### src/rtl/axi_wr_burst_sched_pkg.sv
// Shared types and constants for the AXI write-burst scheduler.
// State encoding, AXI response codes and beat-size helpers.
package axi_wr_pkg;

    typedef enum logic [1:0] {
        IDLE = 2'd0,
        REQ  = 2'd1,
        DATA = 2'd2,
        RESP = 2'd3
    } state_t;

    localparam logic [1:0] AXI_RESP_OKAY   = 2'b00;
    localparam int         DATA_WIDTH_DFLT = 32;
    localparam int         BYTES_PER_BEAT  = DATA_WIDTH_DFLT / 8;

    function automatic int beat_bytes(input int data_width);
        return data_width / 8;
    endfunction

endpackage

### src/rtl/axi_wr_burst_sched_if.sv
// AXI write-side channels (AW, W, B) between the scheduler and the memory slave.
// Master drives requests and data; the slave drives readiness and the response.
interface axi_wr_burst_sched_if #(
    parameter int ADDR_WIDTH = 32,
    parameter int DATA_WIDTH = 32
);
    logic                  aw_valid;
    logic                  aw_ready;
    logic [ADDR_WIDTH-1:0] aw_addr;
    logic [7:0]            aw_len;
    logic                  w_valid;
    logic                  w_ready;
    logic [DATA_WIDTH-1:0] w_data;
    logic                  w_last;
    logic                  b_valid;
    logic                  b_ready;
    logic [1:0]            b_resp;

    modport master (
        output aw_valid, aw_addr, aw_len,
        output w_valid, w_data, w_last,
        output b_ready,
        input  aw_ready, w_ready, b_valid, b_resp
    );

    modport slave (
        input  aw_valid, aw_addr, aw_len,
        input  w_valid, w_data, w_last,
        input  b_ready,
        output aw_ready, w_ready, b_valid, b_resp
    );

endinterface

### src/rtl/axi_wr_burst_sched_fifo_level_cnt.sv
// Occupancy tracker for the FIFO: +1 per push, -1 per pop, registered (1-cycle latency).
// No backpressure of its own; a push when full or a pop when empty is flagged by assertion.
module fifo_level_cnt #(
    parameter int FIFO_DEPTH = 8,
    parameter int LW         = $clog2(FIFO_DEPTH + 1)
) (
    input  logic          clk,
    input  logic          rst_n,
    input  logic          inc_i,
    input  logic          dec_i,
    output logic [LW-1:0] level_o
);

    logic [LW-1:0] level_q, level_d;

    always_comb begin
        level_d = level_q;
        case ({inc_i, dec_i})
            2'b10:   level_d = level_q + LW'(1);
            2'b01:   level_d = level_q - LW'(1);
            default: level_d = level_q;
        endcase
    end

    always_ff @(posedge clk or negedge rst_n) begin
        if (!rst_n) begin
            level_q <= '0;
        end else begin
            level_q <= level_d;
        end
    end

    assign level_o = level_q;

    a_no_overflow: assert property (@(posedge clk) disable iff (!rst_n)
        !(inc_i && (level_q == LW'(FIFO_DEPTH))));

    a_no_underflow: assert property (@(posedge clk) disable iff (!rst_n)
        !(dec_i && (level_q == '0)));

endmodule

### src/rtl/axi_wr_burst_sched.sv
// Groups FIFO words into INCR bursts and drives AXI AW/W/B; W data is combinational from the FIFO.
// AW waits for enough buffered words; W stalls on w_ready without popping; one burst outstanding.
module axi_wr_burst_sched
    import axi_wr_pkg::*;
#(
    parameter int DATA_WIDTH = 32,
    parameter int FIFO_DEPTH = 8,
    parameter int BURST_LEN  = 4,
    parameter int ADDR_WIDTH = 32,
    parameter int CNT_WIDTH  = 16
) (
    input  logic                  w_clk,
    input  logic                  wrst_n,
    input  logic                  cfg_start,
    input  logic [ADDR_WIDTH-1:0] cfg_base_addr,
    input  logic [CNT_WIDTH-1:0]  cfg_total_words,
    input  logic                  wr_push,
    input  logic [DATA_WIDTH-1:0] fifo_data,
    output logic                  en_read_sync,
    axi_wr_burst_sched_if.master  axi,
    output logic                  busy,
    output logic                  done,
    output logic                  err
);

    localparam int LW         = $clog2(FIFO_DEPTH + 1);
    localparam int BEAT_BYTES = beat_bytes(DATA_WIDTH);
    localparam int BEAT_SHIFT = $clog2(BEAT_BYTES);

    state_t                state_q, state_d;
    logic [ADDR_WIDTH-1:0] addr_q, addr_d;
    logic [CNT_WIDTH-1:0]  rem_q, rem_d;
    logic [8:0]            beat_q, beat_d;
    logic                  done_q, done_d;
    logic                  err_q, err_d;

    logic [8:0]            beats;
    logic [LW-1:0]         level;
    logic                  level_ok;
    logic [ADDR_WIDTH-1:0] addr_incr;
    logic                  w_vld;
    logic                  w_lst;

    fifo_level_cnt #(
        .FIFO_DEPTH (FIFO_DEPTH),
        .LW         (LW)
    ) u_lvl (
        .clk     (w_clk),
        .rst_n   (wrst_n),
        .inc_i   (wr_push),
        .dec_i   (en_read_sync),
        .level_o (level)
    );

    // Burst size is a function of remaining only, so it stays fixed from REQ through RESP.
    always_comb begin
        beats = 9'(BURST_LEN);
        if (rem_q < CNT_WIDTH'(BURST_LEN)) begin
            beats = 9'(rem_q);
        end
    end

    assign level_ok  = 32'(level) >= 32'(beats);
    assign addr_incr = ADDR_WIDTH'(beats) << BEAT_SHIFT;

    always_comb begin
        state_d      = state_q;
        addr_d       = addr_q;
        rem_d        = rem_q;
        beat_d       = beat_q;
        done_d       = 1'b0;
        err_d        = err_q;
        w_vld        = 1'b0;
        w_lst        = 1'b0;
        axi.aw_valid = 1'b0;
        axi.aw_addr  = '0;
        axi.aw_len   = '0;
        axi.w_valid  = 1'b0;
        axi.w_data   = '0;
        axi.w_last   = 1'b0;
        axi.b_ready  = 1'b0;
        en_read_sync = 1'b0;

        case (state_q)
            IDLE: begin
                if (cfg_start) begin
                    addr_d = cfg_base_addr;
                    rem_d  = cfg_total_words;
                    err_d  = 1'b0;
                    if (cfg_total_words == '0) begin
                        done_d = 1'b1;
                    end else begin
                        state_d = REQ;
                    end
                end
            end

            REQ: begin
                // Nothing pops in REQ, so once level_ok rises AW stays asserted and stable.
                if (level_ok) begin
                    axi.aw_valid = 1'b1;
                    axi.aw_addr  = addr_q;
                    axi.aw_len   = 8'(beats - 9'd1);
                    if (axi.aw_ready) begin
                        state_d = DATA;
                        beat_d  = '0;
                    end
                end
            end

            DATA: begin
                w_vld        = beat_q < beats;
                w_lst        = beat_q == (beats - 9'd1);
                axi.w_valid  = w_vld;
                axi.w_last   = w_lst;
                axi.w_data   = fifo_data;
                en_read_sync = w_vld & axi.w_ready;
                if (w_vld && axi.w_ready) begin
                    beat_d = beat_q + 9'd1;
                    if (w_lst) begin
                        state_d = RESP;
                    end
                end
            end

            RESP: begin
                axi.b_ready = 1'b1;
                if (axi.b_valid) begin
                    err_d  = err_q | (axi.b_resp != AXI_RESP_OKAY);
                    addr_d = addr_q + addr_incr;
                    rem_d  = rem_q - CNT_WIDTH'(beats);
                    if (rem_q != CNT_WIDTH'(beats)) begin
                        state_d = REQ;
                    end else begin
                        state_d = IDLE;
                        done_d  = 1'b1;
                    end
                end
            end

            default: begin
                state_d = IDLE;
            end
        endcase
    end

    always_ff @(posedge w_clk or negedge wrst_n) begin
        if (!wrst_n) begin
            state_q <= IDLE;
            addr_q  <= '0;
            rem_q   <= '0;
            beat_q  <= '0;
            done_q  <= 1'b0;
            err_q   <= 1'b0;
        end else begin
            state_q <= state_d;
            addr_q  <= addr_d;
            rem_q   <= rem_d;
            beat_q  <= beat_d;
            done_q  <= done_d;
            err_q   <= err_d;
        end
    end

    assign busy = state_q != IDLE;
    assign done = done_q;
    assign err  = err_q;

endmodule

### src/flat_wrapper.sv
// flat-port wrapper written by rule: the top's interface ports become plain ports
module axi_wr_burst_sched_flat import axi_wr_pkg::*;
#(
    parameter int DATA_WIDTH = 32,
    parameter int FIFO_DEPTH = 8,
    parameter int BURST_LEN  = 4,
    parameter int ADDR_WIDTH = 32,
    parameter int CNT_WIDTH  = 16
)
  (w_clk, wrst_n, cfg_start, cfg_base_addr, cfg_total_words, wr_push, fifo_data, en_read_sync, busy, done, err, axi_aw_valid, axi_aw_addr, axi_aw_len, axi_w_valid, axi_w_data, axi_w_last, axi_b_ready, axi_aw_ready, axi_w_ready, axi_b_valid, axi_b_resp);
  axi_wr_burst_sched_if #(.ADDR_WIDTH(ADDR_WIDTH), .DATA_WIDTH(DATA_WIDTH)) axi_i ();
  input  logic w_clk;
  input  logic wrst_n;
  input  logic cfg_start;
  input  logic [ADDR_WIDTH-1:0] cfg_base_addr;
  input  logic [CNT_WIDTH-1:0] cfg_total_words;
  input  logic wr_push;
  input  logic [DATA_WIDTH-1:0] fifo_data;
  output logic en_read_sync;
  output logic busy;
  output logic done;
  output logic err;
  output wire logic [$bits(axi_i.aw_valid)-1:0] axi_aw_valid;
  output wire logic [$bits(axi_i.aw_addr)-1:0] axi_aw_addr;
  output wire logic [$bits(axi_i.aw_len)-1:0] axi_aw_len;
  output wire logic [$bits(axi_i.w_valid)-1:0] axi_w_valid;
  output wire logic [$bits(axi_i.w_data)-1:0] axi_w_data;
  output wire logic [$bits(axi_i.w_last)-1:0] axi_w_last;
  output wire logic [$bits(axi_i.b_ready)-1:0] axi_b_ready;
  input wire logic [$bits(axi_i.aw_ready)-1:0] axi_aw_ready;
  input wire logic [$bits(axi_i.w_ready)-1:0] axi_w_ready;
  input wire logic [$bits(axi_i.b_valid)-1:0] axi_b_valid;
  input wire logic [$bits(axi_i.b_resp)-1:0] axi_b_resp;
  assign axi_aw_valid = axi_i.aw_valid;
  assign axi_aw_addr = axi_i.aw_addr;
  assign axi_aw_len = axi_i.aw_len;
  assign axi_w_valid = axi_i.w_valid;
  assign axi_w_data = axi_i.w_data;
  assign axi_w_last = axi_i.w_last;
  assign axi_b_ready = axi_i.b_ready;
  assign axi_i.aw_ready = axi_aw_ready;
  assign axi_i.w_ready = axi_w_ready;
  assign axi_i.b_valid = axi_b_valid;
  assign axi_i.b_resp = axi_b_resp;
  axi_wr_burst_sched #(.DATA_WIDTH(DATA_WIDTH), .FIFO_DEPTH(FIFO_DEPTH), .BURST_LEN(BURST_LEN), .ADDR_WIDTH(ADDR_WIDTH), .CNT_WIDTH(CNT_WIDTH)) u_core (.w_clk(w_clk), .wrst_n(wrst_n), .cfg_start(cfg_start), .cfg_base_addr(cfg_base_addr), .cfg_total_words(cfg_total_words), .wr_push(wr_push), .fifo_data(fifo_data), .en_read_sync(en_read_sync), .axi(axi_i), .busy(busy), .done(done), .err(err));
endmodule
### config.mk
export PLATFORM = sky130hd
export DESIGN_NAME = axi_wr_burst_sched_flat
export DESIGN_NICKNAME = d
export VERILOG_FILES = /design/src/rtl/axi_wr_burst_sched_pkg.sv /design/src/rtl/axi_wr_burst_sched_if.sv /design/src/rtl/axi_wr_burst_sched_fifo_level_cnt.sv /design/src/rtl/axi_wr_burst_sched.sv /design/src/flat_wrapper.sv
export SDC_FILE = /design/constraint.sdc
export NUM_CORES = 1
export LEC_CHECK = 0
export ABC_AREA = 1
export CAP_MARGIN = 10
export CELL_PAD_IN_SITES_DETAIL_PLACEMENT = 0
export CELL_PAD_IN_SITES_GLOBAL_PLACEMENT = 2
export CORE_ASPECT_RATIO = 1.75
export CORE_MARGIN = 2
export CORE_UTILIZATION = 27
export CTS_CLUSTER_DIAMETER = 200
export DETAILED_ROUTE_END_ITERATION = 10
export PLACE_DENSITY = 0.94
export SLEW_MARGIN = 20
export SYNTH_ARGS = -nofsm -noshare
export SYNTH_HDL_FRONTEND = slang
export SYNTH_SLANG_ARGS = --single-unit
### constraint.sdc
create_clock -name w_clk -period 8.5 [get_ports w_clk]
set_input_delay 0.85 -clock w_clk [delete_from_list [all_inputs] [get_ports w_clk]]
set_output_delay 0.85 -clock w_clk [all_outputs]
set_load 0.05 [all_outputs]
Yosys cells after proc, flatten, opt, wreduce, memory -nomap -nowiden

Cells that the tools add are included.

Add/subtract/negate cells: 6
Magnitude comparators: 3
Equal/unequal tests: 14
Multiplexer cells: 40
Bitwise operators: 2
Reduce and logical (&&, ||, !) cells: 11

Operators by type and width:

| operator                                             | count |
|---|---|
| two-way mux 32 bit                                   | 5 |
| case mux 32 bit (2 select lines)                     | 1 |
| two-way mux 9 bit                                    | 4 |
| adder 32 x 11 -> 32 bit                              | 1 |
| two-way mux 16 bit                                   | 2 |
| case mux 16 bit (2 select lines)                     | 1 |
| case mux 9 bit (2 select lines)                      | 1 |
| zero test 16 bit                                     | 1 |
| < comparator 16 x 3 -> 1 bit (second input constant) | 1 |
| two-way mux 8 bit                                    | 2 |
| inequality test 16 x 9 -> 1 bit                      | 1 |
| subtractor 16 x 9 -> 16 bit                          | 1 |
| two-way mux 2 bit                                    | 7 |
| two-way mux 1 bit                                    | 13 |
| nonzero test 2 bit                                   | 5 |
| adder 9 x 1 -> 9 bit (second input constant)         | 1 |
| == test 9 bit                                        | 1 |
| greater-or-equal comparator 4 x 9 -> 1 bit           | 1 |
| < comparator 9 bit                                   | 1 |
| subtractor 9 x 1 -> 9 bit (second input constant)    | 1 |
| inequality test 2 bit (second input constant)        | 4 |
| case mux 2 bit (4 select lines)                      | 1 |
| case mux 4 bit (2 select lines)                      | 1 |
| AND reduction 7 bit                                  | 1 |
| 12 further kinds                                     | 18 |

Bits in registers: 65
Input bits: 89
Output and inout port bits: 80
Word-level logic and storage cells: 83

Longest topological paths before layout

Gate-level depths: netlist of the first run.

Depth in word-level cells: 7
Depth in mapped cells: 20

Cells and area by module

From an unflattened synthesis of the first run, not the netlist that was laid out.

Cell total of the unflattened synthesis: 914
Area, all modules: 5866.9 µm²

By module, submodules not included:

| module             | times used | cells each | area an instance (µm²) | sequential area each (µm²) |
|---|---|---|---|---|
| axi_wr_burst_sched | 1          | 878        | 5579.1                 | 1526.5 |
| fifo_level_cnt     | 1          | 36         | 287.8                  | 100.1 |

Worst setup path after synthesis of the first run

Ideal clock, no wire load.

Path kind: register -> register
Start point: register u_core.rem_q[11]
End point: register u_core.u_lvl.level_q[3], in the netlist u_core.u_lvl.level_o[3]
Library setup time: 0.079 ns
Data arrival time: 3.572 ns
Data required time: 8.421 ns
Setup slack: 4.849 ns
Cell stages (with the launch flop): 20
Path buffers: 0
Clock period less this slack: 3.651 ns
Cells stage by stage: dfrtp_1 > nor2_4 > nand2_2 > nor2_8 > nand2_8 > nor2_1 > inv_1 > ha_1 > nand2_1 > nor2_1 > nand3b_1 > nand4_1 > nor2_1 > ha_1 > xor2_1 > a32oi_1 > nand2_1 > nand2_1 > nor2_1 > xor2_1

Word-level cells in the longest chain between the ends: 7

Ends and longest elaborated chain:

| item                                                                         | RTL line                                | source |
|---|---|---|
| start, declared                                                              | axi_wr_burst_sched.sv:32                | `logic [CNT_WIDTH-1:0] rem_q, rem_d;` |
| start signal, assigned                                                       | axi_wr_burst_sched.sv:158               | `rem_q <= rem_d;` |
| < comparator 16 x 3 -> 1 bit (*)                                             | axi_wr_burst_sched.sv:58                | `if (rem_q < CNT_WIDTH'(BURST_LEN)) begin` |
| two-way mux 9 bit (*)                                                        | axi_wr_burst_sched.sv:58                |  |
| < comparator 9 bit (*)                                                       | axi_wr_burst_sched.sv:112               | `w_vld = beat_q < beats;` |
| bitwise AND 1 bit (*)                                                        | axi_wr_burst_sched.sv:117               | `en_read_sync = w_vld & axi.w_ready;` |
| two-way mux 1 bit (*)                                                        | axi_wr_burst_sched.sv:84                | `case (state_q)` |
| via en_read_sync                                                             | flat_wrapper.sv:19                      | `output logic en_read_sync;` |
| == test 2 x 1 -> 1 bit / == test 2 bit (equally long branches)               | axi_wr_burst_sched_fifo_level_cnt.sv:18 | `case ({inc_i, dec_i})` |
| case mux 4 bit (2 select lines) / nonzero test 2 bit (equally long branches) | -                                       |  |
| end signal, assigned                                                         | axi_wr_burst_sched_fifo_level_cnt.sv:29 | `level_q <= level_d;` |
| end, declared                                                                | axi_wr_burst_sched_fifo_level_cnt.sv:14 | `logic [LW-1:0] level_q, level_d;` |

The timed path passes the listed nets; every way through them passes the cells marked *.
A chain may end at the register's enable or synchronous reset.

Final worst setup path of the first run

Start point: register u_core.rem_q[11]
End point: output port axi_aw_addr[24]

Word-level cells in the longest chain between the ends: 5

Ends and longest elaborated chain:

| item                                       | RTL line                  | source |
|---|---|---|
| < comparator 16 x 3 -> 1 bit               | axi_wr_burst_sched.sv:58  |  |
| two-way mux 9 bit                          | axi_wr_burst_sched.sv:58  |  |
| greater-or-equal comparator 4 x 9 -> 1 bit | axi_wr_burst_sched.sv:63  | `assign level_ok = 32'(level) >= 32'(beats);` |
| two-way mux 32 bit                         | axi_wr_burst_sched.sv:100 | `if (level_ok) begin` |
| two-way mux 32 bit                         | axi_wr_burst_sched.sv:84  |  |
| end, declared                              | flat_wrapper.sv:24        | `output wire logic [$bits(axi_i.aw_addr)-1:0] axi_aw_addr;` |

No other way between the ends.

==> flow_metrics.py, run 1 <==
metrics = {
    "floorplanning": {
        "num_rows": 70,
        "die_width_um": 115,
        "die_height_um": 197,
        "floorplan.initialDensity_pct": 27.6,
        "core_um2": 20900,
        "dieArea_um2": 22600,
        "floorplan.io_pins": 169,
    },
    "power_and_ir_drop": {
        "netSwitchingFraction_pct": 53.7,
        "switching_power_mw": 1.45,
        "total_power_mw": 2.71,
        "power.sequential.fraction_pct": 22.3,
        "leakage_nw": 3.82,
        "p_per_area_nw_per_um2": 337,
        "ir_worst_vdd_v": 0.000133,
        "power.clock.fraction_pct": 14.9,
        "power.combinational.fraction_pct": 62.8,
        "cellInternalPower_mw": 1.25,
    },
    "routing": {
        "drt_iter0_drc": 180,
        "met3_wirelength_um": 869,
        "highest-signal-layer": "met4",
        "met2_length_um": 11500,
        "route.detailed.drc": 0,
        "drt-pass1-iter-count": 4,
        "met1_length_um": 7100,
        "post_drt_via_cell_ratio": 4.76,
        "wire_per_inst_um": 15.5,
        "routed-via-count": 6283,
        "postRouteAntennaNets": 0,
        "wirelength_routed_um": 20500,
    },
    "clocking": {
        "clkTransAtPathRegs_ps": 60,
        "cts.sink_count": 65,
        "tritoncts.num_buffers": 9,
        "cts-hold-fix-buffers": 0,
        "post_cts_resize_count": 0,
        "clock_tree.buffer_depth": 2,
        "postCtsSetupBuffers": 0,
        "worst_skew_pair.late_latency_ps": 350,
        "ctsHtreeMaxLevel": 3,
        "tritoncts_clock_tree": "built",
        "clockRootBuffer": "sky130_fd_sc_hd__clkbuf_16",
    },
    "job": {
        "max_cap_violations": 0,
    },
    "synthesis": {
        "syn-instance-count": 896,
        "synth-seq-area-share_pct": 28.2,
        "ys_async_sr_fraction_pct": 100,
        "syn-mean-instance-area_um2": 6.44,
        "dominantRegCellSynth": "sky130_fd_sc_hd__dfrtp_1",
        "synth.ff_latch_count": 65,
        "post_synth_num_cell_types": 45,
        "syn-cell-area_um2": 5770,
        "synth_warnings": 0,
        "synth_edf_count": 0,
    },
    "sta": {
        "fmax_ghz": 0.211,
        "finalSetupViolCount": 0,
        "grt_setup_unrepaired": "false",
        "fin_skew_ps": 10.7,
        "min_period_over_period_pct": 55.7,
        "whs_ps": 484,
        "worst_slew_pin_slew_ps": 959,
        "slew_headroom_pct": 36.0,
        "hold_viol": 0,
        "timing.setup.tns_ps": 0,
        "final-max-slew-violation-count": 0,
        "timing.final.crit_period_ps": 4730,
    },
    "layout": {
        "final_layout_size_suffix_gt1_share_pct": 5.44,
        "num-nets-final": 1185,
        "postLayoutCoreUtil_pct": 38.4,
        "flow.area_growth_from_synthesis_pct": 39.4,
        "antenna_cells": 0,
        "stdcell_count": 1319,
    },
    "place": {
        "hpwlAfterDp_um": 16000,
        "place.detailed.instances": 1304,
        "placement.io_buffers": 168,
        "place.gp.congestion": 0.964,
    },
    "setup_path": {
        "crit_chain": "nor2_4 -> nand2_2 -> nor2_8 -> nand2_8 -> nor2_1 -> inv_1 -> ha_1 -> nand2_1 -> nor2_1 -> o31ai_1 -> nand3_1 -> nand2_1 -> buf_4 -> nor2_1 -> clkdlybuf4s50_1",
        "worstSetupPathType": "flop to primary output",
        "worst_setup_end_kind": "primary output",
        "critical_path.max_fanout": 34,
        "crit_slowest_cell": "sky130_fd_sc_hd__clkdlybuf4s50_1",
        "worst_ep_required_time_ps": 7650,
        "path_common_cell": "sky130_fd_sc_hd__nor2_1",
        "worstSetupStartpointType": "flop",
        "crit_path_max_incr_delay_ps": 720,
        "critical_path_arrival_ps": 3880,
    },
    "outcome": {
        "status": "finished clean",
    },
    "min_path": {
        "holdCritPathClass": "flop to flop",
    },
    "grt": {
        "global_route_wire_length_before_repair_um": 32100,
        "number_of_global_route_vias_before_repair": 6269,
        "number_of_antenna_violations_at_the_first_check_in_global_routing": 0,
        "grt_max_degree": 75,
        "global_route.overflow_total": 0,
        "groute.usage.overall_pct": 18.5,
    },
}
power groups by stage:
stage	clock (mW)	sequential (mW)	combinational [mW]
after detailed placement	0	0.608	1.72
final	0.405	0.604	1.70
after global routing	0.430	0.627	1.89
after CTS	0.413	0.603	1.73
after global placement	0	0.606	1.72
after floorplan	0	0.569	1.24
cell usage after synthesis (3+ instances only):
cell / number / area [µm²]
sky130_fd_sc_hd__nand3_1: 63 / 315
sky130_fd_sc_hd__inv_1: 120 / 450
sky130_fd_sc_hd__clkbuf_1: 15 / 56.3
sky130_fd_sc_hd__nor2_2: 4 / 25.0
sky130_fd_sc_hd__nor4_1: 3 / 18.8
sky130_fd_sc_hd__a21oi_1: 24 / 120
sky130_fd_sc_hd__nor3_1: 13 / 65.1
sky130_fd_sc_hd__nor2_1: 136 / 510
sky130_fd_sc_hd__o22ai_1: 13 / 81.3
sky130_fd_sc_hd__buf_1: 7 / 26.3
sky130_fd_sc_hd__or2_2: 4 / 25.0
sky130_fd_sc_hd__nand2_4: 4 / 45.0
sky130_fd_sc_hd__nand4_1: 20 / 125
sky130_fd_sc_hd__dfrtp_1: 65 / 1630
sky130_fd_sc_hd__a22oi_1: 3 / 22.5
sky130_fd_sc_hd__nor2_8: 3 / 60.1
sky130_fd_sc_hd__o21ai_0: 64 / 320
sky130_fd_sc_hd__o211ai_1: 12 / 90.1
sky130_fd_sc_hd__nand2_2: 8 / 50.1
sky130_fd_sc_hd__nand2_1: 214 / 803
sky130_fd_sc_hd__o21ai_1: 8 / 40.0
sky130_fd_sc_hd__ha_1: 32 / 400
sky130_fd_sc_hd__nor2_4: 3 / 33.8
sky130_fd_sc_hd__inv_2: 6 / 22.5
sky130_fd_sc_hd__xor2_1: 16 / 140
sky130_fd_sc_hd__buf_2: 6 / 30.0
sky130_fd_sc_hd__xnor2_1: 7 / 61.3
routing by layer:
layer | vias to the layer above | global-route usage, %
li1 | 3213 | -
met1 | 2844 | 16.9
met2 | 177 | 37.2
met3 | 49 | 2.61
met4 | 0 | 10.6
met5 | - | 0
area by class of cell:
class,count,area (µm²)
Fill cell,2245,12900
Multi-Input combinational cell,687,3600
Timing Repair Buffer,173,1710
Sequential cell,65,1630
Inverter,127,477
Tap cell,252,315
Clock buffer,10,229
Clock inverter,5,81.3
logic make-up (layout without fill, tap and decap cells):
group                      Yosys count  in the layout  share of synthesized area (%)
AOI/OAI and AO/OA                  133            133                           12.9
DFF                                 65             65                           28.2
other                                2             14                          0.130
adders and majority gates           33             33                           7.29
xor gates and xnor gates            23             23                           3.49
and+or+nand+nor                    484            484                           37.7
buffers and inverters              156            315                           10.3
stage by stage:
| stage | instance area (µm²) | worst slack, ps |
|---|---|---|
| 5_1_grt | 8040 | 3490 |
| 2_1_floorplan | 5820 | 4850 |
| 3_3_place_gp | 7730 | 4140 |
| 6_report | 8040 | 3770 |
| 4_1_cts | 8040 | 3700 |
| 3_5_place_dp | 7730 | 4080 |
state kept, by name, indices dropped and copies added (netlist names):
register              count
u_core.rem_q             16
u_core.beat_q             9
u_core.err                1
u_core.state_q            2
u_core.addr_q            32
u_core.done               1
u_core.u_lvl.level_o      4
cells in the final DEF, fill, tap and decap left out, types with 5 or more instances in the layout:
cell                                n
sky130_fd_sc_hd__inv_1            120
sky130_fd_sc_hd__clkbuf_16          9
sky130_fd_sc_hd__nand2_2            8
sky130_fd_sc_hd__inv_2              6
sky130_fd_sc_hd__nand2_1          214
sky130_fd_sc_hd__o22ai_1           13
sky130_fd_sc_hd__nor3_1            13
sky130_fd_sc_hd__conb_1            14
sky130_fd_sc_hd__nor2_1           136
sky130_fd_sc_hd__nand3_1           63
sky130_fd_sc_hd__o211ai_1          12
sky130_fd_sc_hd__clkdlybuf4s50_1  167
sky130_fd_sc_hd__buf_4              5
sky130_fd_sc_hd__xnor2_1            7
sky130_fd_sc_hd__ha_1              31
sky130_fd_sc_hd__a21oi_1           24
sky130_fd_sc_hd__o21ai_0           64
sky130_fd_sc_hd__xor2_1            16
sky130_fd_sc_hd__nand4_1           20
sky130_fd_sc_hd__o21ai_1            7
sky130_fd_sc_hd__dfrtp_1           65
final timing paths:
kind / startpoint / to / slack, ps / cells after the start
min reg2reg: u_core.u_lvl.level_o[3] / u_core.u_lvl.level_o[3] / 480 / 1
min: u_core.u_lvl.level_o[3] / u_core.u_lvl.level_o[3] / 480 / 1
max reg2reg: u_core.state_q[0] / u_core.addr_q[9] / 4890 / 10
max in group asynchronous: wrst_n / u_core.addr_q[7] / 7160 / 2
min in group asynchronous: wrst_n / u_core.done / 710 / 2
max: u_core.rem_q[11] / axi_aw_addr[24] / 3770 / 15
critical path: cells and delay by family (launching register included):
| kind | cells | cell delay [ps] |
|---|---|---|
| buffers and inverters | 3 | 1250 |
| AOI/OAI and AO/OA | 1 | 180 |
| and+or+nand+nor | 10 | 1350 |
| adders and majority gates | 1 | 290 |
| DFF | 1 | 410 |
(Power assumes the default switching activity.)
==> run 2, diff against run 1 <==
--- a/config.mk
+++ b/config.mk
@@ -11,10 +11,10 @@
 export CELL_PAD_IN_SITES_GLOBAL_PLACEMENT = 2
 export CORE_ASPECT_RATIO = 1.75
 export CORE_MARGIN = 2
-export CORE_UTILIZATION = 27
+export CORE_UTILIZATION = 23
 export CTS_CLUSTER_DIAMETER = 200
 export DETAILED_ROUTE_END_ITERATION = 10
-export PLACE_DENSITY = 0.94
+export PLACE_DENSITY = 0.85
 export SLEW_MARGIN = 20
 export SYNTH_ARGS = -nofsm -noshare
 export SYNTH_HDL_FRONTEND = slang
==> constraint.sdc (replaced) <==
create_clock -name w_clk -period 4 [get_ports w_clk]
set_input_delay 0.4 -clock w_clk [delete_from_list [all_inputs] [get_ports w_clk]]
set_output_delay 0.4 -clock w_clk [all_outputs]
set_load 0.05 [all_outputs]
==> run 2 against run 1 <==
Sequential cell count is the same. First-iteration DRC count grew 7.2%. Die area grew 17%. Clock skew is essentially flat. Critical path type unchanged. Count of clock-buffer cells in the layout shrank 1.
==> flow_metrics.py, run 2 (same netlist as run 1, synthesis figures left out) <==
metrics = {
    "min_path": {
        "holdCritPathClass": "input pin to asynchronous set/reset pin",
    },
    "power_and_ir_drop": {
        "cellInternalPower_mw": 2.69,
        "power.clock.fraction_pct": 15.0,
        "p_per_area_nw_per_um2": 721,
        "power.combinational.fraction_pct": 62.9,
        "switching_power_mw": 3.15,
        "leakage_nw": 3.96,
        "ir_worst_vdd_v": 0.000311,
        "netSwitchingFraction_pct": 53.9,
        "power.sequential.fraction_pct": 22.1,
    },
    "grt": {
        "groute.usage.overall_pct": 16.3,
        "global_route_wire_length_before_repair_um": 32800,
        "number_of_antenna_violations_at_the_first_check_in_global_routing": 0,
        "number_of_global_route_vias_before_repair": 6317,
        "grt_max_degree": 63,
        "global_route.overflow_total": 0,
    },
    "place": {
        "place.gp.congestion": 0.913,
        "place.detailed.instances": 1368,
        "hpwlAfterDp_um": 16900,
        "placement.io_buffers": 168,
    },
    "layout": {
        "mostFrequentLayoutCells": "214 x sky130_fd_sc_hd__nand2_1, 136 x sky130_fd_sc_hd__nor2_1, 124 x sky130_fd_sc_hd__clkdlybuf4s50_1",
        "reg.largest.list": "u_core.addr_q x32, u_core.rem_q x16, u_core.beat_q x9",
        "stdcell_count": 1384,
        "biggest_register": "u_core.addr_q",
        "flow.area_growth_from_synthesis_pct": 40.2,
        "antenna_cells": 0,
        "mostFrequentLayoutCell": "sky130_fd_sc_hd__nand2_1",
        "num-nets-final": 1189,
        "largest_register_ff_count": 32,
        "final_layout_size_suffix_gt1_share_pct": 9.89,
    },
    "clocking": {
        "cts.sink_count": 65,
        "clock_tree.buffer_depth": 2,
        "worst_skew_pair.late_latency_ps": 340,
        "clkTransAtPathRegs_ps": 60,
        "tritoncts_clock_tree": "built",
        "tritoncts.num_buffers": 9,
        "clockRootBuffer": "sky130_fd_sc_hd__clkbuf_16",
        "ctsHtreeMaxLevel": 3,
    },
    "routing": {
        "wire_per_inst_um": 15.4,
        "postRouteAntennaNets": 0,
        "drt_iter0_drc": 193,
        "routed-via-count": 6290,
        "route.detailed.drc": 0,
        "drt-pass1-iter-count": 4,
        "post_drt_via_cell_ratio": 4.54,
        "wirelength_routed_um": 21300,
    },
    "setup_path": {
        "worst-r2r-cell-count": 20,
        "critical_path_arrival_ps": 3270,
        "regToRegStartpoint": "u_core.rem_q[5]",
        "critical_path.max_fanout": 34,
        "path_common_cell": "sky130_fd_sc_hd__nor2_1",
        "rrSetupSlack_ps": 620,
        "crit_path_max_incr_delay_ps": 430,
        "crit_slowest_cell": "sky130_fd_sc_hd__dfrtp_1",
        "reg2reg_to": "u_core.addr_q[30]",
        "worst_ep_required_time_ps": 3600,
        "worstSetupStartpointType": "flop",
        "worst_setup_end_kind": "primary output",
        "crit_chain": "nor2_4 -> nand2_2 -> nor2_8 -> nand2_8 -> nor2_1 -> inv_1 -> ha_1 -> nand2_1 -> nor2_1 -> o31ai_1 -> nand3_1 -> nand2_1 -> buf_12 -> nor2_1 -> buf_12",
        "worstSetupPathType": "flop to primary output",
    },
    "outcome": {
        "status": "finished clean",
    },
    "floorplanning": {
        "dieArea_um2": 26400,
        "floorplan.io_pins": 169,
        "die_width_um": 124,
        "num_rows": 76,
        "die_height_um": 214,
        "core_um2": 24600,
        "floorplan.initialDensity_pct": 23.4,
    },
    "sta": {
        "slew_headroom_pct": 35.7,
        "grt_setup_unrepaired": "false",
        "worst_slew_pin_slew_ps": 964,
        "min_period_over_period_pct": 91.7,
        "final-max-slew-violation-count": 0,
        "finalSetupViolCount": 0,
        "timing.setup.tns_ps": 0,
        "fin_skew_ps": 10.4,
        "timing.final.crit_period_ps": 3670,
        "fmax_ghz": 0.273,
        "hold_viol": 0,
    },
    "job": {
        "max_cap_violations": 0,
    },
}
## run 2: cell types whose count changed in the layout (fill, tap and decap cells not counted), sizes merged
cell           previous run  this run
buf                       6        52
clkdlybuf4s50           167       124
clkinv                    3         5
clkbuf                   10         9
dlymetal6s2s              0         1
## run 2: power groups by stage
stage	Combinational [mW]	Sequential, mW	Clock (mW)
finish	3.67	1.29	0.877
global route	4.08	1.34	0.923
CTS	3.72	1.29	0.898
detailed placement	3.71	1.30	0
global placement	3.70	1.29	0
floorplan	2.63	1.21	0
## run 2: routing by layer
metal  routed length (µm)  GRT usage, %  vias to the layer above
li1                     -             -                     3215
met3                 1160          2.29                       25
met5                    0             0                        -
met4                  520          5.25                        0
met1                 7340          15.2                     2877
met2                12300          34.4                      173
## run 2: area by class of cell
| cell class | instances | area, µm² |
|---|---|---|
| clock inverter | 7 | 95.1 |
| tap | 312 | 390 |
| clock buffer | 9 | 225 |
| inverter | 127 | 477 |
| multi-input combinational | 687 | 3600 |
| sequential | 65 | 1630 |
| timing repair buffer | 177 | 1680 |
| fill | 2719 | 16500 |
## run 2: worst max-delay path by stage
stage / startpoint / to / slack [ps]
2_1_floorplan: u_core.rem_q[11] / u_core.u_lvl.level_o[3] / 350
3_3_place_gp: u_core.rem_q[14] / en_read_sync / 600
3_5_place_dp: u_core.rem_q[11] / en_read_sync / 530
4_1_cts: u_core.rem_q[11] / en_read_sync / 160
5_1_grt: u_core.rem_q[8] / axi_aw_addr[11] / 30
6_report: u_core.rem_q[5] / axi_aw_addr[27] / 330
## run 2: metrics by stage
stage	instance area (µm²)	hold slack, ps	total power [mW]	setup WS [ps]	utilization (%)
final	8090	37.8	5.84	332	32.9
after global routing	8090	68.1	6.34	31.4	32.9
after CTS	8090	51.1	5.91	164	32.8
after detailed placement	7770	411	5.01	533	31.5
after global placement	7770	411	4.99	601	31.5
after floorplan	5820	104	3.84	349	-
## run 2: repair_timing
| action | CTS | global route |
|---|---|---|
| setup endpoints to repair | 0 | 1 |
| hold buffers | 0 | 0 |
| gates resized for setup | 0 | 1 |
| setup buffers | 0 | 0 |
| endpoints found under the hold margin | 0 | 0 |
## run 2: critical path, delay by kind of cell, from the launching register on
| kind | cells | cell delay (ps) |
|---|---|---|
| flops | 1 | 430 |
| simple gates | 10 | 1460 |
| fa+ha+maj | 1 | 290 |
| buf+inv | 3 | 520 |
| compound gates | 1 | 180 |
==> variant 1: new RTL, config.mk and constraints of run 2 <==
Add an input register stage for `cfg_total_words`; this delays it by one clock. The other inputs are not delayed to match.
--- a/src/rtl/axi_wr_burst_sched.sv
+++ b/src/rtl/axi_wr_burst_sched.sv
@@ -27,4 +27,10 @@
     localparam int BEAT_BYTES = beat_bytes(DATA_WIDTH);
     localparam int BEAT_SHIFT = $clog2(BEAT_BYTES);
+
+    logic [CNT_WIDTH-1:0] cfg_total_words_q;
+
+    always_ff @(posedge w_clk) begin
+        cfg_total_words_q <= cfg_total_words;
+    end
 
     state_t                state_q, state_d;
@@ -86,7 +92,7 @@
                 if (cfg_start) begin
                     addr_d = cfg_base_addr;
-                    rem_d  = cfg_total_words;
+                    rem_d  = cfg_total_words_q;
                     err_d  = 1'b0;
-                    if (cfg_total_words == '0) begin
+                    if (cfg_total_words_q == '0) begin
                         done_d = 1'b1;
                     end else begin
Function: changed (a bounded check fails within 4 cycles, from zero or initial values and one cycle with wrst_n low).
==> variant 1 against run 2 <==
  * Synthesized area is 5.4% higher
  * Cell area grew 9.8%
  * Worst hold slack got worse by 0.020 ns
  * Wire length fell by 2.0%
  * Cell count increased by 1.5%
  * Worst setup slack better by 0.046 ns
  * Highest routed layer unchanged
  * Count of clock-buffer cells in the layout is 2 higher
  * Power rose by 8.4%
  * Sequential cell count increased by 16
==> variant 1: results <==
set metrics [dict create \
    cp.arrival_ns 3.22 \
    fillers 2782 \
    clock_skew_ns 0.0178 \
    power_clock_mw 0.931 \
    synth.area.top_cells "dfrtp_1 (27%), nand2_1 (14%), inv_1 (8.0%)" \
    track_usage 0.153 \
    drtPass1Iterations 8 \
    grt_max_degree 73 \
    grt_pass1_vias 6369 \
    dp.cells 1389 \
    ir_worst_vdd_mv 0.284 \
    dr_total_vias 6339 \
    place.gp.congestion 0.831 \
    critical-path-max-stage-delay_ns 0.83 \
    dp_hpwl_um 16400 \
    status "finished, final reports clean" \
    via_per_inst 4.51 \
    pwr_density_cell_mw_per_mm2 712 \
    dp_slack_ns 0.434 \
    worst_pin_slew_ns 0.872 \
    reg.largest.list "u_core.addr_q x32, u_core.cfg_total_words_q x16, u_core.rem_q x16" \
    drt-initial-drc-count 302 \
    synth_top_cell_area_share 0.267 \
    synthTopCellsByCount "nand2_1 (220), inv_1 (130), nor2_1 (111), nand3_1 (70), dfrtp_1 (65)" \
    multi_input_area_mm2 0.00357 \
    drive_above_1_share 0.0931 \
    worstPathMaxFanout 9 \
    wl_per_cell_um 14.9 \
    place_area_mm2 0.00855 \
    total_leakage_power_nw 4.21 \
    grt_pass1_wl_um 33300 \
]
==> variant 1: cell types whose count changed after synthesis, sizes merged, moves of 4 or more <==
| cell | delta |
|---|---|
| a21oi | +5 |
| o22ai | -4 |
| inv | +8 |
| nor4 | +5 |
| nand2 | +5 |
| nor3 | -5 |
| nand3 | +6 |
| nor2 | -25 |
| dfxtp | +16 |
==> variant 1: path summary, 6_finish.rpt <==
kind / start / end / slack [ns] / cells past startpoint
hold / removal: wrst_n / u_core.addr_q[6] / 0.02 / 1
setup / recovery: u_core.rem_q[11] / axi_w_valid / 0.38 / 13
setup reg to reg: u_core.rem_q[11] / u_core.addr_q[26] / 0.44 / 18
min in group w_clk: u_core.u_lvl.level_o[3] / u_core.u_lvl.level_o[3] / 0.48 / 1
hold reg to reg: u_core.u_lvl.level_o[3] / u_core.u_lvl.level_o[3] / 0.48 / 1
max in group asynchronous: wrst_n / u_core.done / 2.94 / 2
==> variant 1: layout make-up <==
cell class | instances | share of cell area
Multi-Input combinational cell | 676 | 0.402
Timing Repair Buffer | 176 | 0.240
Sequential cell | 81 | 0.219
Inverter | 136 | 0.0576
Tap cell | 320 | 0.0451
Clock buffer | 11 | 0.0273
Clock inverter | 5 | 0.00901
==> variant 1: routing by layer <==
| layer | track usage | share of wire |
|---|---|---|
| met1 | 0.163 | 0.39 |
| met2 | 0.298 | 0.53 |
| met3 | 0.0234 | 0.048 |
| met4 | 0.0571 | 0.026 |
| met5 | 0 | 0 |
==> variant 1: logic make-up after synthesis <==
kind of cell / after synthesis / share of synthesized area
other cells: 2 / 0.00124
simple gates: 474 / 0.353
flops: 81 / 0.320
xor+xnor: 20 / 0.0288
buf+inv: 164 / 0.102
compound gates: 135 / 0.125
fa+ha+maj: 33 / 0.0691
==> variant 2: new RTL, settings of run 2 <==
Made on the original files. `DATA_WIDTH` is set to 32 in 3 places; all go to 16.
--- a/src/rtl/axi_wr_burst_sched_if.sv
+++ b/src/rtl/axi_wr_burst_sched_if.sv
@@ -3,5 +3,5 @@
 interface axi_wr_burst_sched_if #(
     parameter int ADDR_WIDTH = 32,
-    parameter int DATA_WIDTH = 32
+    parameter int DATA_WIDTH = 16
 );
     logic                  aw_valid;
--- a/src/rtl/axi_wr_burst_sched.sv
+++ b/src/rtl/axi_wr_burst_sched.sv
@@ -4,5 +4,5 @@
     import axi_wr_pkg::*;
 #(
-    parameter int DATA_WIDTH = 32,
+    parameter int DATA_WIDTH = 16,
     parameter int FIFO_DEPTH = 8,
     parameter int BURST_LEN  = 4,
--- a/src/flat_wrapper.sv
+++ b/src/flat_wrapper.sv
@@ -2,5 +2,5 @@
 module axi_wr_burst_sched_flat import axi_wr_pkg::*;
 #(
-    parameter int DATA_WIDTH = 32,
+    parameter int DATA_WIDTH = 16,
     parameter int FIFO_DEPTH = 8,
     parameter int BURST_LEN  = 4,
Ports: changed (resized axi_w_data and fifo_data); port bits go from 169 to 137. No check against the original RTL was run, so the function may have changed too.
==> variant 2 against run 2 <==
  * Highest routed layer unchanged
  * Wire length down 4.3%
  * Sequential cell count is the same
  * Worst setup slack worse by 0.087 ns
  * Critical endpoint is now axi_aw_valid
  * Cell count down 4.0%
  * Clock power grew 8.4%
  * Synthesized area decreased by 1.4%
  * Power grew 0.36%
  * Cell area is 0.84% higher
==> variant 2: results <==
set metrics [dict create \
    status "finished, final reports clean" \
    hold_slack_ns 0.109 \
    wl_per_cell_um 15.4 \
    synth_seq_area_share 0.286 \
    clock_skew_ns 0.0105 \
    synthTopCellsByCount "nand2_1 (203), nor2_1 (137), inv_1 (104), dfrtp_1 (65), o21ai_0 (61)" \
    drt-initial-drc-count 309 \
    io_buffer_count 136 \
    dp_slack_ns 0.226 \
    nNetsFinal 1117 \
    ir_worst_vdd_mv 0.413 \
    grt_pass1_wl_um 31600 \
    worstPathMaxFanout 8 \
    rrSetupSlack_ns 0.40 \
    fmax_ghz 0.266 \
    relSlewSlack 0.522 \
    track_usage 0.160 \
    total_leakage_power_nw 3.72 \
    grt_max_degree 43 \
    grt_pass1_vias 5973 \
    finalWirelength_um 20400 \
    dp_hpwl_um 16400 \
    place.gp.congestion 0.836 \
    dp.cells 1312 \
    via_per_inst 4.54 \
    numCtsBuffers 9 \
    fillers 2580 \
    drtPass1Iterations 5 \
]
variant 2: final timing paths:
path | start | endpoint | depth (start not counted)
hold reg to reg | u_core.u_lvl.level_o[3] | u_core.u_lvl.level_o[3] | 1
setup reg to reg | u_core.rem_q[10] | u_core.addr_q[27] | 17
hold / removal | wrst_n | u_core.addr_q[24] | 1
setup / recovery | u_core.rem_q[10] | axi_aw_valid | 13
min in group w_clk | u_core.u_lvl.level_o[3] | u_core.u_lvl.level_o[3] | 1
max in group asynchronous | wrst_n | u_core.rem_q[6] | 2
variant 2: routing by layer:
layer / vias to the layer above / routed length (µm) / GRT usage
met2: 126 / 11800 / 0.322
met4: 0 / 461 / 0.0555
met3: 23 / 728 / 0.0223
li1: 3110 / - / -
met5: - / 0 / 0
met1: 2776 / 7380 / 0.162
variant 2: repair_timing:
action / in CTS / in global routing
endpoints found under the hold margin: 0 / 0
gates resized for setup: 0 / 3
setup endpoints to repair: 0 / 10
variant 2: cells by family (layout without fill, tap and decap cells):
| family | after synthesis | after routing | synth area share |
|---|---|---|---|
| XOR/XNOR | 18 | 18 | 0.0277 |
| adder cells (fa/ha/maj) | 33 | 33 | 0.0739 |
| flip-flops | 65 | 65 | 0.286 |
| AO/OA/AOI/OAI | 151 | 151 | 0.150 |
| AND/OR/NAND/NOR | 464 | 464 | 0.369 |
| other | 2 | 14 | 0.00132 |
| buffers and inverters | 136 | 271 | 0.0922 |
variant 2: worst max-delay path: stages, from the launching register on:
cell and delay, ns:
dfrtp_1 0.44, nor2_2 0.19, nand2_2 0.12, nor2_8 0.19, nand2_8 0.11, nor2_1 0.15
inv_1 0.12, ha_1 0.30, nand2_1 0.05, inv_1 0.06, nand3b_1 0.07, and3_1 0.21
nor2_1 0.13, clkdlybuf4s50_1 0.86
variant 2: report_power, final:
group          leakage (nW)  total [mW]  switching, mW  internal (mW)
registers             0.805        1.31          0.343          0.967
logic                  2.75        3.60           2.35           1.25
clock network         0.169       0.951          0.323          0.628
variant 2: metrics by stage:
stage,cell area [µm²],utilization
after detailed placement,7800,0.319
after global placement,7800,0.319
final,8160,0.334
after floorplan,5740,-
after global routing,8160,0.334
after CTS,8150,0.334
variant 2: layout make-up:
cell class	count	area, µm²	share of cell area
Clock buffer	10	239	0.0293
Clock inverter	6	115	0.0141
Inverter	109	413	0.0506
Multi-Input combinational cell	680	3590	0.440
Sequential cell	65	1630	0.199
Tap cell	312	390	0.0478
Timing Repair Buffer	146	1790	0.219
